--- src/rtl/bayer_pkg.sv ---
// Shared Bayer CFA definitions for the mosaic / demosaic / Sobel video stages.
package bayer_pkg;

  // 2x2 colour filter array layouts, named by the top-left 2x2 block
  localparam logic [1:0] BAYER_RGGB = 2'd0;
  localparam logic [1:0] BAYER_GRBG = 2'd1;
  localparam logic [1:0] BAYER_GBRG = 2'd2;
  localparam logic [1:0] BAYER_BGGR = 2'd3;

  // CFA phase {row parity, column parity} after pattern correction
  localparam logic [1:0] PHASE_R  = 2'b00;
  localparam logic [1:0] PHASE_GR = 2'b01;
  localparam logic [1:0] PHASE_GB = 2'b10;
  localparam logic [1:0] PHASE_B  = 2'b11;

  // Video timing counter geometry
  localparam int         CNT_W   = 11;
  localparam logic [10:0] CNT_MAX = 11'd2047;

  // Phase of a pixel: pattern bits flip the row/column parity so that every
  // layout reduces to the RGGB phase map.
  function automatic logic [1:0] cfa_phase(input logic       line_lsb,
                                           input logic       point_lsb,
                                           input logic [1:0] pattern);
    cfa_phase = {line_lsb ^ pattern[1], point_lsb ^ pattern[0]};
  endfunction

  // Pick the colour channel that the CFA keeps at the given phase.
  function automatic logic [7:0] cfa_select(input logic [1:0] phase,
                                            input logic [7:0] red,
                                            input logic [7:0] green,
                                            input logic [7:0] blue);
    case (phase)
      PHASE_R:  cfa_select = red;
      PHASE_GR: cfa_select = green;
      PHASE_GB: cfa_select = green;
      PHASE_B:  cfa_select = blue;
      default:  cfa_select = 8'h00;
    endcase
  endfunction

endpackage

--- src/rtl/video_timing_cnt.sv ---
// Sync edge detection plus pixel/line position counters for a vsync/href
// video stream. After reset the stream is treated as unsynchronised until a
// vsync rising edge preceded by vsync low has been seen, so a frame that was
// cut by reset produces no edges that downstream logic would count or flag.
module video_timing_cnt
  import bayer_pkg::*;
(
  input  logic             clk,
  input  logic             rst_n,
  input  logic             vsync,
  input  logic             href,
  output logic             vs_rise,
  output logic             vs_fall,
  output logic             hs_fall,
  output logic             sync_ok,
  output logic [CNT_W-1:0] point_cnt,
  output logic [CNT_W-1:0] line_cnt
);

  logic             vs_d_r;
  logic             hs_d_r;
  logic             armed_r;
  logic             sync_ok_r;
  logic [CNT_W-1:0] point_cnt_r;
  logic [CNT_W-1:0] line_cnt_r;

  // Qualified edge pulses derived from the current input and its registered copy
  always_comb begin
    vs_rise = vsync & ~vs_d_r & armed_r;
    vs_fall = ~vsync & vs_d_r & sync_ok_r;
    hs_fall = ~href & hs_d_r & sync_ok_r;
    sync_ok = sync_ok_r | vs_rise;
  end

  // Registered sync copies and the post-reset synchronisation state
  always_ff @(posedge clk or negedge rst_n) begin
    if (!rst_n) begin
      vs_d_r    <= 1'b0;
      hs_d_r    <= 1'b0;
      armed_r   <= 1'b0;
      sync_ok_r <= 1'b0;
    end else begin
      vs_d_r    <= vsync;
      hs_d_r    <= href;
      armed_r   <= armed_r | ~vsync;
      sync_ok_r <= sync_ok_r | vs_rise;
    end
  end

  // Pixel position within the line: counts href-high cycles, saturating
  always_ff @(posedge clk or negedge rst_n) begin
    if (!rst_n) begin
      point_cnt_r <= 11'd0;
    end else if (!href) begin
      point_cnt_r <= 11'd0;
    end else if (point_cnt_r != CNT_MAX) begin
      point_cnt_r <= point_cnt_r + 11'd1;
    end
  end

  // Line position within the frame: counts line ends while vsync is high, saturating
  always_ff @(posedge clk or negedge rst_n) begin
    if (!rst_n) begin
      line_cnt_r <= 11'd0;
    end else if (!vsync) begin
      line_cnt_r <= 11'd0;
    end else if (hs_fall && (line_cnt_r != CNT_MAX)) begin
      line_cnt_r <= line_cnt_r + 11'd1;
    end
  end

  assign point_cnt = point_cnt_r;
  assign line_cnt  = line_cnt_r;

endmodule

--- src/rtl/rgb888_raw8_mosaic.sv ---
// RGB888 to 8-bit Bayer RAW re-mosaic with selectable 2x2 CFA layout,
// one-cycle aligned sync outputs, sticky geometry error flags and a frame counter.
module rgb888_raw8_mosaic
  import bayer_pkg::*;
#(
  parameter logic [10:0] IMG_HDISP = 11'd640,
  parameter logic [10:0] IMG_VDISP = 11'd480
)(
  input  logic        clk,
  input  logic        rst_n,
  input  logic        per_frame_vsync,
  input  logic        per_frame_href,
  input  logic [7:0]  per_img_red,
  input  logic [7:0]  per_img_green,
  input  logic [7:0]  per_img_blue,
  input  logic [1:0]  bayer_pattern,
  input  logic        err_clr,
  output logic        post_frame_vsync,
  output logic        post_frame_href,
  output logic [7:0]  post_img_RAW,
  output logic        line_len_err,
  output logic        frame_len_err,
  output logic [15:0] frame_cnt
);

  logic             vs_rise_s;
  logic             vs_fall_s;
  logic             hs_fall_s;
  logic             sync_ok_s;
  logic [CNT_W-1:0] point_cnt_s;
  logic [CNT_W-1:0] line_cnt_s;
  logic [1:0]       pattern_r;
  logic [1:0]       pattern_s;
  logic [1:0]       phase_s;
  logic [7:0]       raw_s;
  logic [15:0]      frame_cnt_r;

  video_timing_cnt u_timing (
    .clk       (clk),
    .rst_n     (rst_n),
    .vsync     (per_frame_vsync),
    .href      (per_frame_href),
    .vs_rise   (vs_rise_s),
    .vs_fall   (vs_fall_s),
    .hs_fall   (hs_fall_s),
    .sync_ok   (sync_ok_s),
    .point_cnt (point_cnt_s),
    .line_cnt  (line_cnt_s)
  );

  // Phase mux: the frame-start cycle already uses the newly sampled pattern
  always_comb begin
    pattern_s = pattern_r;
    raw_s     = 8'h00;
    if (vs_rise_s) begin
      pattern_s = bayer_pattern;
    end else begin
      pattern_s = pattern_r;
    end
    phase_s = cfa_phase(line_cnt_s[0], point_cnt_s[0], pattern_s);
    if (per_frame_href && (point_cnt_s < IMG_HDISP)) begin
      raw_s = cfa_select(phase_s, per_img_red, per_img_green, per_img_blue);
    end else begin
      raw_s = 8'h00;
    end
  end

  // CFA layout is latched once per frame so mid-frame changes wait for the next one
  always_ff @(posedge clk or negedge rst_n) begin
    if (!rst_n) begin
      pattern_r <= BAYER_RGGB;
    end else if (vs_rise_s) begin
      pattern_r <= bayer_pattern;
    end
  end

  // Single output stage keeps syncs and RAW sample aligned; idle until synchronised
  always_ff @(posedge clk or negedge rst_n) begin
    if (!rst_n) begin
      post_frame_vsync <= 1'b0;
      post_frame_href  <= 1'b0;
      post_img_RAW     <= 8'h00;
    end else if (sync_ok_s) begin
      post_frame_vsync <= per_frame_vsync;
      post_frame_href  <= per_frame_href;
      post_img_RAW     <= raw_s;
    end else begin
      post_frame_vsync <= 1'b0;
      post_frame_href  <= 1'b0;
      post_img_RAW     <= 8'h00;
    end
  end

  // Sticky line length error; a new error outranks a simultaneous clear
  always_ff @(posedge clk or negedge rst_n) begin
    if (!rst_n) begin
      line_len_err <= 1'b0;
    end else if (hs_fall_s && (point_cnt_s != IMG_HDISP)) begin
      line_len_err <= 1'b1;
    end else if (err_clr) begin
      line_len_err <= 1'b0;
    end
  end

  // Sticky frame line-count error; a new error outranks a simultaneous clear
  always_ff @(posedge clk or negedge rst_n) begin
    if (!rst_n) begin
      frame_len_err <= 1'b0;
    end else if (vs_fall_s && (line_cnt_s != IMG_VDISP)) begin
      frame_len_err <= 1'b1;
    end else if (err_clr) begin
      frame_len_err <= 1'b0;
    end
  end

  // Completed-frame counter, counts every frame end and wraps naturally
  always_ff @(posedge clk or negedge rst_n) begin
    if (!rst_n) begin
      frame_cnt_r <= 16'd0;
    end else if (vs_fall_s) begin
      frame_cnt_r <= frame_cnt_r + 16'd1;
    end
  end

  assign frame_cnt = frame_cnt_r;

endmodule
--- config.mk ---
export PLATFORM = sky130hd
export DESIGN_NAME = rgb888_raw8_mosaic
export DESIGN_NICKNAME = d
export VERILOG_FILES = /design/src/rtl/bayer_pkg.sv /design/src/rtl/video_timing_cnt.sv /design/src/rtl/rgb888_raw8_mosaic.sv
export SDC_FILE = /design/constraint.sdc
export NUM_CORES = 1
export LEC_CHECK = 0
export CAP_MARGIN = 25
export CORE_AREA = 2 2 78 80
export CTS_BUF_LIST = sky130_fd_sc_hd__clkbuf_4 sky130_fd_sc_hd__clkbuf_8
export CTS_CLUSTER_SIZE = 8
export DETAILED_ROUTE_END_ITERATION = 6
export DIE_AREA = 0 0 80 82
export PLACE_DENSITY = 0.8
export SLEW_MARGIN = 20
export SYNTH_ARGS = -nofsm -noshare
export SYNTH_HDL_FRONTEND = slang
export SYNTH_HIERARCHICAL = 1
export SYNTH_SLANG_ARGS = --single-unit
--- constraint.sdc ---
create_clock -name clk -period 2.7 [get_ports clk]
set_input_delay 0.54 -clock clk [delete_from_list [all_inputs] [get_ports clk]]
set_output_delay 0.54 -clock clk [all_outputs]
set_load 0.005 [all_outputs]
==> impl_metrics.env <==
export IMPL_setup_viol=0
export IMPL_cpLargestDelayFamily="buffers and inverters"
export IMPL_drt_total_wl_um=5980
export IMPL_syn_to_final_growth_pct=27.2
export IMPL_clock_skew_ns=0.00998
export IMPL_crit_buf_inv=2
export IMPL_via_per_inst=5.70
export IMPL_antenna_found_initial=0
export IMPL_drive_gt1_share_pct=9.84
export IMPL_regArea_mm2=0.00140
export IMPL_ys_async_sr_fraction_pct=100
export IMPL_htreeDepth=2
export IMPL_syn_inst=253
export IMPL_die_area_mm2=0.00656
export IMPL_synth_ff_type="dfrtp_1"
export IMPL_r2r_slack_ns=0.65
export IMPL_initial_utilization_pct=48.2
export IMPL_max_vdd_ir_drop_mv=0.312
export IMPL_clk_latency_ns=0.31
export IMPL_nNetsFinal=351
export IMPL_multi_input_area_mm2=0.00130
export IMPL_drt_first_pass_iters=4
export IMPL_min_period_ns=2.42
export IMPL_die_h_um=82
export IMPL_route_detailed_drc=0
export IMPL_gp_congestion=0.840
export IMPL_crit_path_cell_trace="clkdlybuf4s50_1 > nand2_1 > nor2_2 > mux2i_1 > xnor2_1 > inv_1 > ha_1 > a221oi_1 > nor3_1"
export IMPL_p_per_area_mw_per_mm2=545
export IMPL_cts_buffer_depth=2
export IMPL_synth_nets=289
export IMPL_worstMarginPinSlew_ns=0.692
export IMPL_synth_most_common_cell="dfrtp_1"
export IMPL_drv_slew=0
export IMPL_p_leak_nw=1.49
export IMPL_grt_usage_pct=19.2
export IMPL_clockRootBuffer="clkbuf_8"
export IMPL_rr_endpoint="post_img_RAW[2]$_DFF_PN0_"
export IMPL_grt_max_degree=57
export IMPL_ant_nets=0
export IMPL_vias=2222
export IMPL_netlist_area_mm2=0.00277
export IMPL_first_global_vias=2114
export IMPL_hold_path_class="in2async"
export IMPL_cts_tree="yes"
export IMPL_dp_cells=383
export IMPL_diodes=0
export IMPL_seq_area_frac_synth_pct=50.6
export IMPL_cts_hold_buffers=0
export IMPL_worstPathMaxFanout=8
export IMPL_cp_slowest_stage_delay_ns=0.50
export IMPL_numCtsBuffers=5
export IMPL_fill_cells=463
export IMPL_fin_ws_ns=0.285
export IMPL_maxSlewHeadroom_pct=53.9
export IMPL_ios=59
export IMPL_min_period_over_period_pct=89.5
export IMPL_fmax_mhz=414
export IMPL_dp_final_hpwl_um=4440
export IMPL_dr_first_iter_drc_count=140
export IMPL_yosysWarnings=6
export IMPL_die_w_um=80
export IMPL_synth_top_cell_by_area="dfrtp_1"
export IMPL_netlist_area_leader_share_pct=50.6
export IMPL_clkSlewWorstSetupHoldPaths_ns=0.09
export IMPL_io_buffers=58
export IMPL_layout_cells_non_filler=390
export IMPL_reg2reg_depth=7
export IMPL_cp_end_kind="register"
export IMPL_final_hold_viol_count=0
export IMPL_dp_slack_ns=-0.0985
export IMPL_max_cap_violations=0
export IMPL_arrival_ns=2.60
export IMPL_worstSetupPathType="in2reg"
export IMPL_row_count=28
export IMPL_synthTopCellsByCount="dfrtp_1, nand2_1, nor3_1, inv_1"
export IMPL_grt_setup_unrepaired="false"
export IMPL_start_kind="input pin"
export IMPL_ys_ff_latch=56
export IMPL_grt_pass1_wl_um=9850
export IMPL_core_area_mm2=0.00575
export IMPL_synthTopCellsByArea="dfrtp_1, xnor2_1, xor2_1, nor3_1, a221oi_1"
export IMPL_status="completed"
export IMPL_slowest_stage="clkdlybuf4s50_1"
export IMPL_required_ns=2.88
export IMPL_yosysUniqueCellTypes=49
export IMPL_routedWlPerCell_um=15.3
export IMPL_postCtsSetupRepairBufs=0
export IMPL_syn_mean_instance_area_um2=11.0
export IMPL_grt_remaining_overflow=0
export IMPL_clkSinkCount=56
export IMPL_synth_edf_count=0
export IMPL_rr_startpoint="u_timing/vs_d_r$_DFF_PN0_"
## worst max-delay path by stage
stage,cells past startpoint,end,slack (ns),start
4_1_cts,9,post_img_RAW[1]$_DFF_PN0_,0.24,per_frame_vsync
2_1_floorplan,10,post_img_RAW[0]$_DFF_PN0_,0.29,per_frame_vsync
3_5_place_dp,9,post_img_RAW[1]$_DFF_PN0_,-0.1,per_frame_vsync
6_report,9,post_img_RAW[2]$_DFF_PN0_,0.28,per_frame_vsync
3_3_place_gp,9,post_img_RAW[3]$_DFF_PN0_,0.004,per_frame_vsync
5_1_grt,9,post_img_RAW[2]$_DFF_PN0_,0.05,per_frame_vsync
## per-stage QoR
| step | area, um2 | utilization, % | hold slack, ns | TNS, ns | total power, mW |
|---|---|---|---|---|---|
| after floorplan | 2770 | - | 0.244 | 0 | 1.23 |
| after global placement | 3440 | 59.9 | 0.452 | 0 | 1.48 |
| after detailed placement | 3440 | 59.9 | 0.471 | -0.473 | 1.50 |
| after CTS | 3520 | 61.3 | 0.381 | 0 | 1.94 |
| after global routing | 3520 | 61.3 | 0.425 | 0 | 2.03 |
| final | 3520 | 61.3 | 0.353 | 0 | 1.92 |
## cell type report
class,count,share of cell area (%)
clock buffers,5,1.95
clock inverters,2,0.355
inverters,12,1.28
multi-input cells,178,36.8
flip-flops and latches,56,39.8
well taps,75,2.66
repair buffers,62,17.2
## cell usage in the layout (no fill, tap or decap), drive strengths merged, types with 2 or more instances in the layout
cell type	count
xnor2	10
or3	4
nor2b	10
clkbuf	5
a21oi	3
nand3	8
nand4	12
buf	5
xor2	10
a221oi	8
nand2b	3
nor4bb	2
and3	10
a22o	2
mux2i	6
ha	5
a2111oi	2
dfrtp	56
clkdlybuf4s50	57
nor2	9
nor3	15
nand2	17
nor4	6
and2	6
a311oi	2
inv	12
o21ai	10
a31oi	7
## timing repair
action	4_1_cts	5_1_grt
hold endpoints to repair	0	0
resized for setup	0	1
endpoints found under the setup margin	0	4
## layer usage
metal | track usage, % | up-vias | part of all wire (%)
met2 | 32.1 | 64 | 51
met4 | 6.95 | 0 | 2.0
met1 | 24.7 | 1099 | 43
li1 | - | 1045 | -
met5 | 0 | - | 0
met3 | 3.96 | 14 | 4.1
## state kept, by name, indices dropped and copies added, names as in the netlist
signal,cells
frame_cnt,16
frame_len_err,1
line_len_err,1
pattern_r,2
post_frame_href,1
post_frame_vsync,1
post_img_RAW,8
u_timing/armed_r,1
u_timing/hs_d_r,1
u_timing/line_cnt,11
u_timing/point_cnt,11
u_timing/sync_ok_r,1
u_timing/vs_d_r,1
## where the power goes
group,total (mW),internal [mW],switching [mW]
Clock,0.440,0.176,0.264
Combinational,0.459,0.275,0.184
Sequential,1.02,0.920,0.102
Total,1.92,1.37,0.550
## logic make-up (layout without fill, tap and decap cells)
logic type	after synthesis	after routing	synth area share, %
AOI/OAI and AO/OA	38	38	10.8
xor gates and xnor gates	20	20	6.32
buffers and inverters	19	81	2.71
DFF	56	56	50.6
and+or+nand+nor	108	108	24.7
adders and majority gates	5	5	2.26
muxes	7	7	2.57
Note: power is estimated with default switching activity, not from simulation.
